File: src/rtl/dtcl_afpm_pipe.sv
// DTCL-approximate / exact float32 multiplier, 3 stages, latency 3, 1 op/cycle.
// Backpressure: the whole pipe holds while out_valid_o && !out_ready_i; in_ready_o mirrors it.
module dtcl_afpm_pipe #(
    parameter int E     = 10,
    parameter int A     = 6,
    parameter int K     = 2,
    parameter int TAG_W = 4
) (
    input  logic             clk_i,
    input  logic             rst_ni,
    input  logic             in_valid_i,
    output logic             in_ready_o,
    input  logic [31:0]      a_i,
    input  logic [31:0]      b_i,
    input  logic             mode_i,
    input  logic [TAG_W-1:0] tag_i,
    output logic             out_valid_o,
    input  logic             out_ready_i,
    output logic [31:0]      p_o,
    output logic [TAG_W-1:0] tag_o,
    output logic [3:0]       flags_o
);
    localparam int T  = 24 - E - A;
    localparam int CH = A / K;

    if (K < 2 || (K & (K - 1)) != 0 || A < K || (A % K) != 0 || E < 1 || T < 1) begin : g_bad_params
        $error("dtcl_afpm_pipe: illegal E/A/K combination");
    end

    function automatic logic [A-1:0] a_field(input logic [23:0] m);
        return {m[23-E -: A-1], m[24-E-A] | m[23-E-A]};
    endfunction

    // Keep only the leading one of every K-bit chunk.
    function automatic logic [A-1:0] quant(input logic [A-1:0] f);
        logic [A-1:0] q;
        logic         hit;
        q = '0;
        for (int c = 0; c < CH; c++) begin
            hit = 1'b0;
            for (int b = K - 1; b >= 0; b--) begin
                if (f[c*K+b] && !hit) begin
                    q[c*K+b] = 1'b1;
                    hit      = 1'b1;
                end
            end
        end
        return q;
    endfunction

    logic              adv;
    logic              s3_vld_q;
    logic [23:0]       ma, mb;
    logic [A-1:0]      qa, qb;
    logic              nan_a, nan_b, inf_a, inf_b, zero_a, zero_b;

    logic [23:0]       s1_opa_d, s1_opb_d;
    logic [9:0]        s1_esum_d;
    logic              s1_nan_d, s1_zero_d, s1_apx_d;
    logic              s1_vld_q, s1_sgn_q, s1_nan_q, s1_zero_q, s1_apx_q;
    logic [23:0]       s1_opa_q, s1_opb_q;
    logic [9:0]        s1_esum_q;
    logic [TAG_W-1:0]  s1_tag_q;

    logic [35:0]       s2_pplo_d, s2_pphi_d;
    logic              s2_vld_q, s2_sgn_q, s2_nan_q, s2_zero_q, s2_apx_q;
    logic [35:0]       s2_pplo_q, s2_pphi_q;
    logic [9:0]        s2_esum_q;
    logic [TAG_W-1:0]  s2_tag_q;

    logic [47:0]       prod;
    logic              cin;
    logic [22:0]       sig;
    logic [9:0]        ex;
    logic [31:0]       p_d, p_q;
    logic [3:0]        flags_d, flags_q;
    logic [TAG_W-1:0]  tag_q;
    logic              unused_prod_bits;

    assign adv        = !s3_vld_q || out_ready_i;
    assign in_ready_o = adv;

    // S1: decode, quantize. A DTCL operand is {X, Q, T zeros}, so the 24x24
    // product equals the DTCL product P shifted up by 2T and both modes share S2/S3.
    assign ma     = {|a_i[30:23], a_i[22:0]};
    assign mb     = {|b_i[30:23], b_i[22:0]};
    assign nan_a  = (&a_i[30:23]) && (|a_i[22:0]);
    assign nan_b  = (&b_i[30:23]) && (|b_i[22:0]);
    assign inf_a  = (&a_i[30:23]) && !(|a_i[22:0]);
    assign inf_b  = (&b_i[30:23]) && !(|b_i[22:0]);
    assign zero_a = !(|a_i[30:23]) && !(|a_i[22:0]);
    assign zero_b = !(|b_i[30:23]) && !(|b_i[22:0]);
    assign qa     = quant(a_field(ma));
    assign qb     = quant(a_field(mb));

    assign s1_opa_d  = mode_i ? ma : {ma[23 -: E], qa, {T{1'b0}}};
    assign s1_opb_d  = mode_i ? mb : {mb[23 -: E], qb, {T{1'b0}}};
    assign s1_esum_d = {2'b00, a_i[30:23]} + {2'b00, b_i[30:23]} - 10'd127;
    assign s1_nan_d  = nan_a | nan_b | (zero_a & inf_b) | (inf_a & zero_b);
    assign s1_zero_d = zero_a | zero_b;
    assign s1_apx_d  = !mode_i && ((|qa) || (|qb));

    always_ff @(posedge clk_i or negedge rst_ni) begin
        if (!rst_ni) begin
            s1_vld_q  <= 1'b0;
            s1_sgn_q  <= 1'b0;
            s1_nan_q  <= 1'b0;
            s1_zero_q <= 1'b0;
            s1_apx_q  <= 1'b0;
            s1_opa_q  <= '0;
            s1_opb_q  <= '0;
            s1_esum_q <= '0;
            s1_tag_q  <= '0;
        end else if (adv) begin
            s1_vld_q  <= in_valid_i;
            s1_sgn_q  <= a_i[31] ^ b_i[31];
            s1_nan_q  <= s1_nan_d;
            s1_zero_q <= s1_zero_d;
            s1_apx_q  <= s1_apx_d;
            s1_opa_q  <= s1_opa_d;
            s1_opb_q  <= s1_opb_d;
            s1_esum_q <= s1_esum_d;
            s1_tag_q  <= tag_i;
        end
    end

    // S2: two 24x12 partial products.
    assign s2_pplo_d = {12'd0, s1_opa_q} * {24'd0, s1_opb_q[11:0]};
    assign s2_pphi_d = {12'd0, s1_opa_q} * {24'd0, s1_opb_q[23:12]};

    always_ff @(posedge clk_i or negedge rst_ni) begin
        if (!rst_ni) begin
            s2_vld_q  <= 1'b0;
            s2_sgn_q  <= 1'b0;
            s2_nan_q  <= 1'b0;
            s2_zero_q <= 1'b0;
            s2_apx_q  <= 1'b0;
            s2_pplo_q <= '0;
            s2_pphi_q <= '0;
            s2_esum_q <= '0;
            s2_tag_q  <= '0;
        end else if (adv) begin
            s2_vld_q  <= s1_vld_q;
            s2_sgn_q  <= s1_sgn_q;
            s2_nan_q  <= s1_nan_q;
            s2_zero_q <= s1_zero_q;
            s2_apx_q  <= s1_apx_q;
            s2_pplo_q <= s2_pplo_d;
            s2_pphi_q <= s2_pphi_d;
            s2_esum_q <= s1_esum_q;
            s2_tag_q  <= s1_tag_q;
        end
    end

    // S3: sum, normalise by one position, truncate, special cases.
    assign prod             = {12'd0, s2_pplo_q} + {s2_pphi_q, 12'd0};
    assign cin              = prod[47];
    assign sig              = cin ? prod[46:24] : prod[45:23];
    assign ex               = s2_esum_q + {9'd0, cin};
    assign unused_prod_bits = ^prod[22:0];

    always_comb begin
        p_d     = {s2_sgn_q, ex[7:0], sig};
        flags_d = {3'b000, s2_apx_q};
        if (s2_nan_q) begin
            p_d        = 32'h7FFF_FFFF;
            flags_d[3] = 1'b1;
        end else if (ex[9] || s2_zero_q) begin
            p_d        = {s2_sgn_q, 31'd0};
            flags_d[1] = 1'b1;
        end else if (ex[8]) begin
            p_d        = {s2_sgn_q, 8'hFF, 23'd0};
            flags_d[2] = 1'b1;
        end
    end

    always_ff @(posedge clk_i or negedge rst_ni) begin
        if (!rst_ni) begin
            s3_vld_q <= 1'b0;
            p_q      <= '0;
            flags_q  <= '0;
            tag_q    <= '0;
        end else if (adv) begin
            s3_vld_q <= s2_vld_q;
            p_q      <= p_d;
            flags_q  <= flags_d;
            tag_q    <= s2_tag_q;
        end
    end

    assign out_valid_o = s3_vld_q;
    assign p_o         = p_q;
    assign flags_o     = flags_q;
    assign tag_o       = tag_q;
endmodule

File: config.mk
export PLATFORM = sky130hd
export DESIGN_NAME = dtcl_afpm_pipe
export DESIGN_NICKNAME = d
export VERILOG_FILES = /design/src/rtl/dtcl_afpm_pipe.sv
export SDC_FILE = /design/constraint.sdc
export NUM_CORES = 2
export LEC_CHECK = 0
export ABC_AREA = 0
export BUFFER_PORTS_ARGS = -buffer_cell sky130_fd_sc_hd__buf_2
export CAP_MARGIN = 20
export CORE_MARGIN = 5
export CORE_UTILIZATION = 35
export CTS_CLUSTER_DIAMETER = 30
export DETAILED_ROUTE_END_ITERATION = 6
export GPL_TIMING_DRIVEN = 1
export SLEW_MARGIN = 10
export SYNTH_ARGS = -nofsm -noshare
export SYNTH_HDL_FRONTEND = slang
export SYNTH_SLANG_ARGS = --single-unit
File: constraint.sdc
create_clock -name clk_i -period 13.7 [get_ports clk_i]
set_input_delay 2.74 -clock clk_i [delete_from_list [all_inputs] [get_ports clk_i]]
set_output_delay 2.74 -clock clk_i [all_outputs]
set_load 0.005 [all_outputs]
# Word level (Yosys, flattened, before mapping)

Index checks and enable logic that the tools add are counted.

Register bits: 199
Input port bits: 73
Output and inout bits: 42
Word-level logic and storage cells: 96

Reductions and logical operators: 36
Multiply operators: 2
Bitwise operators: 9
Multiplexer cells: 23
Add/subtract/negate cells: 4

Operators with widths:

| operator                                                             | count |
|---|---|
| 24-bit by 12-bit multiplier with 36-bit output                       | 2 |
| 31-bit 2-to-1 mux                                                    | 2 |
| 36-bit by 48-bit adder with 48-bit output                            | 1 |
| 23-bit OR reduction                                                  | 2 |
| 32-bit 2-to-1 mux                                                    | 1 |
| 14-bit 2-to-1 mux                                                    | 2 |
| 23-bit 2-to-1 mux                                                    | 1 |
| 1-bit 2-to-1 mux                                                     | 16 |
| 8-bit AND reduction                                                  | 2 |
| 8-bit OR reduction                                                   | 2 |
| 1-bit logical AND                                                    | 13 |
| 1-bit logical NOT                                                    | 12 |
| 6-bit OR reduction                                                   | 2 |
| 10-bit by 1-bit adder with 10-bit output                             | 1 |
| 9-bit by 7-bit subtractor with 10-bit output (second input constant) | 1 |
| 8-bit by 8-bit adder with 9-bit output                               | 1 |
| 1-bit bitwise OR                                                     | 6 |
| 1-bit logical OR                                                     | 3 |
| 1-bit bitwise AND                                                    | 2 |
| 2-bit 2-to-1 mux                                                     | 1 |
| 1-bit bitwise XOR                                                    | 1 |

# Longest topological paths before layout

Word-level depth: 7
Gate-level depth with buffers: 23
Gate-level depth less buffers: 21

# Least setup slack after synthesis

OpenSTA, ideal clock, no wires.

Kind: input to output
Start point: input port out_ready_i
End point: output port in_ready_o
Data arrival time: 3.710 ns
Required time: 10.960 ns
Slack: 7.250 ns
Stages: 5
Buffers on the path: 3
Cells stage by stage: nor2b_1 inv_1 clkbuf_1 buf_1 clkbuf_1

Cells in the longest elaborated chain, start to end: 1

Ends and longest elaborated chain:

| item             | line | RTL |
|---|---|---|
| start, declared  | 18   | `input logic out_ready_i,` |
| 1-bit logical OR | 80   | `assign adv = !s3_vld_q \|\| out_ready_i;` |
| end, declared    | 12   | `output logic in_ready_o,` |

Every way passes these cells.

# Final worst setup path

Same ends and word-level chain as after synthesis.

==> results.tsv <==
metric	value	unit
Least-Margin Pin Slew	1.15	ns
CP endpoint kind	output port	
Post-CTS Hold Fix Bufs	0	
Cells after Synth	3086	
gp weighted congestion	0.835	
Largest stage delay, worst path	0.56	ns
largest family of logic cells by synthesized area	adder cells	
setup repair bufs after CTS	0	
Crit Path Max Fanout	194	
final setup TNS	0	ns
clk_lat worst skew	0.51	ns
Critical Path Source	out_ready_i	
sequential share of the synthesized area	17.6	%
Seq. cell area	0.00468	mm^2
Netlist cell types	74	
nature of the critical path startpoint	input pin	
Critical Path AT	4.19	ns
I/O pins	115	
vias in the first global route	21500	
WP buf/inv	4	
Area contributors post-synth	fa_1, dfrtp_1, nand2_1	
syn nets	3783	
drt first pass iters	5	
Post-synth EDFFs	0	
post-layout net count	3785	
XOR/XNOR share of the synthesized area	2.05	%
Hold Crit Class	reg -> reg	
Die X	285	um
DRC	0	
Synth Area in Simple Gates	19.6	%
Max Clock Skew	0.0294	ns
Final Hold Viols	0	
Crit path max-delay family	buffers and inverters	
status	complete, no violations	
critical path class	in -> out	
Remaining Overflow, GRT	0	
routed length per placed instance	17.2	um
Worst Slack Setup Final	6.77	ns
Starting Density	35.1	%
most frequent cell on the critical path	buf_2	
Clock Sinks	187	
Die H	285	um
Final Cycle Share	50.6	%
Fill cells	7760	
Worst EP required	10.96	ns
Core ar.	0.0756	mm^2
first-pass GRT wire length	116	mm
fin crit period	6.93	ns
Root Buffer	clkbuf_16	
HPWL Detailed	53.2	mm
fraction of registers with async set/reset	100	%
most common cell in the netlist	nand2_1	
Final Routed Wirelength	70.2	mm
CP max-delay cell	buf_12	
standard-cell row count	101	
RSZ-0062 raised after global routing	false	
synthesized area	0.0265	mm^2
GRT Util Overall	17.7	%
Non-Filler Instances	4080	
Hold Startpoint	s1_esum_q[9]	
largest area contributor in the netlist	fa_1	
placed insts	4041	
Via-to-Cell Ratio	5.06	
Yosys reg bits	187	
Syn. warnings	0	
worst path cell trace	buf_2 -> nor2b_4 -> buf_12 -> inv_6 -> buf_2	
post-synth top area share	33.2	%
Area Growth Syn to Fin	8.09	%
maxcap violations	0	
Slew Viols, Final	0	
CTS H-Tree Depth	4	
I/O Buffers	114	
Post-Synth Adder-Cell Area	41.9	%
area of the multi-input gates	0.0193	mm^2
Max Fclk	144	MHz
TritonCTS clock tree	yes	
CTS Buf Count	17	
Antenna Nets Post-Route	0	
layout cells sized above 1	6.26	%
clock slew at reported path FFs	0.09	ns
complex-gate fraction of the synthesized area	8.46	%
Slew HR	23.1	%
mux cell area share after synthesis	0.533	%
largest net degree at the start of global routing	195	
initial antenna violation count	4	
Place WS	6.67	ns
ys flop type	dfrtp_1	
Avg Cell Area, Syn	8.59	um^2
via count	20700	
CTS Buffer Depth	2	
final setup fails	0	
1st-iter DRT viols	1155	
Post-synth top cells	nand2_1, inv_1, fa_1	
Die ar.	0.0814	mm^2
RR Startpoint	s1_opa_q[11]	
PostCTS Resize Cnt	0	
==> tightest hold or removal path, cell delays in order (launching register included) <==
cell     delay (ns)
dfrtp_1        0.35
nand2_1        0.05
nand2_1        0.05
==> cells by family (layout without fill, tap and decap cells) <==
| family | after synthesis | count (layout) |
|---|---|---|
| XOR/XNOR | 62 | 62 |
| other | 0 | 1 |
| buffers and inverters | 688 | 703 |
| flip-flops | 187 | 187 |
| AND/OR/NAND/NOR | 1155 | 1155 |
| multiplexers | 14 | 14 |
| adder cells (fa/ha/maj) | 624 | 624 |
| AO/OA/AOI/OAI | 356 | 356 |
==> per-layer routing <==
metal,share of wire [%],vias to the layer above,GRT usage (%)
met2,48,541,29.2
met5,0.021,-,0
li1,-,9527,-
met1,42,10500,23.0
met3,7.3,92,4.83
met4,2.2,4,5.07
==> registers in the layout (all words and copies together) (netlist names), 4 cells and up <==
name,count
tag_o,4
s1_tag_q,4
flags_o,4
s1_opa_q,24
s1_opb_q,24
p_o,32
s2_tag_q,4
s2_esum_q,10
s2_pplo_q,24
s2_pphi_q,36
s1_esum_q,10
==> through the flow <==
step / hold WS, ns / cell area, um^2 / utilization [%]
2_1_floorplan: 0.430 / 26500 / -
3_3_place_gp: 0.450 / 27900 / 36.9
3_5_place_dp: 0.454 / 27900 / 36.9
4_1_cts: 0.472 / 28500 / 37.8
5_1_grt: 0.503 / 28700 / 37.9
6_report: 0.469 / 28700 / 37.9
==> final cells by class <==
| type | instances | area share, % |
|---|---|---|
| sequential | 187 | 16.3 |
| multi-input combinational | 2211 | 67.2 |
| timing repair buffer | 141 | 3.08 |
| clock buffer | 17 | 1.48 |
| clock inverter | 15 | 0.716 |
| tap | 978 | 4.27 |
| antenna | 1 | 0.00873 |
| inverter | 530 | 6.97 |
==> layout by cell type, fill, tap and decap left out, types with 7 or more instances in the layout <==
cell / instances
ha_1: 184
a211oi_1: 8
nor4_1: 14
nor2_1: 104
dfrtp_1: 187
nand2_1: 694
o211ai_1: 8
and2_1: 169
buf_2: 113
a21o_1: 26
clkbuf_16: 17
fa_1: 440
o21ai_0: 85
nand3_1: 49
o31ai_1: 20
and3_1: 19
xnor2_1: 24
buf_4: 21
inv_1: 527
o21a_1: 18
and4_1: 7
nand2b_1: 12
xor2_1: 38
a21oi_1: 122
a31oi_1: 9
nor2b_1: 11
or2_2: 7
nor3_1: 30
nand4_1: 9
mux2i_1: 13
==> worst paths after layout <==
check / to / slack [ns] / cells past startpoint
max: in_ready_o / 6.77 / 5
max in group asynchronous: s1_opa_q[3] / 10.01 / 2
min reg2reg: s2_esum_q[9] / 0.47 / 2
max reg2reg: s2_pphi_q[32] / 6.85 / 19
min in group asynchronous: p_o[27] / 2.27 / 1
min: s2_esum_q[9] / 0.47 / 2
Power is not shown: default switching activity piles up to over one toggle a cycle in this logic, so the estimate is an artifact.
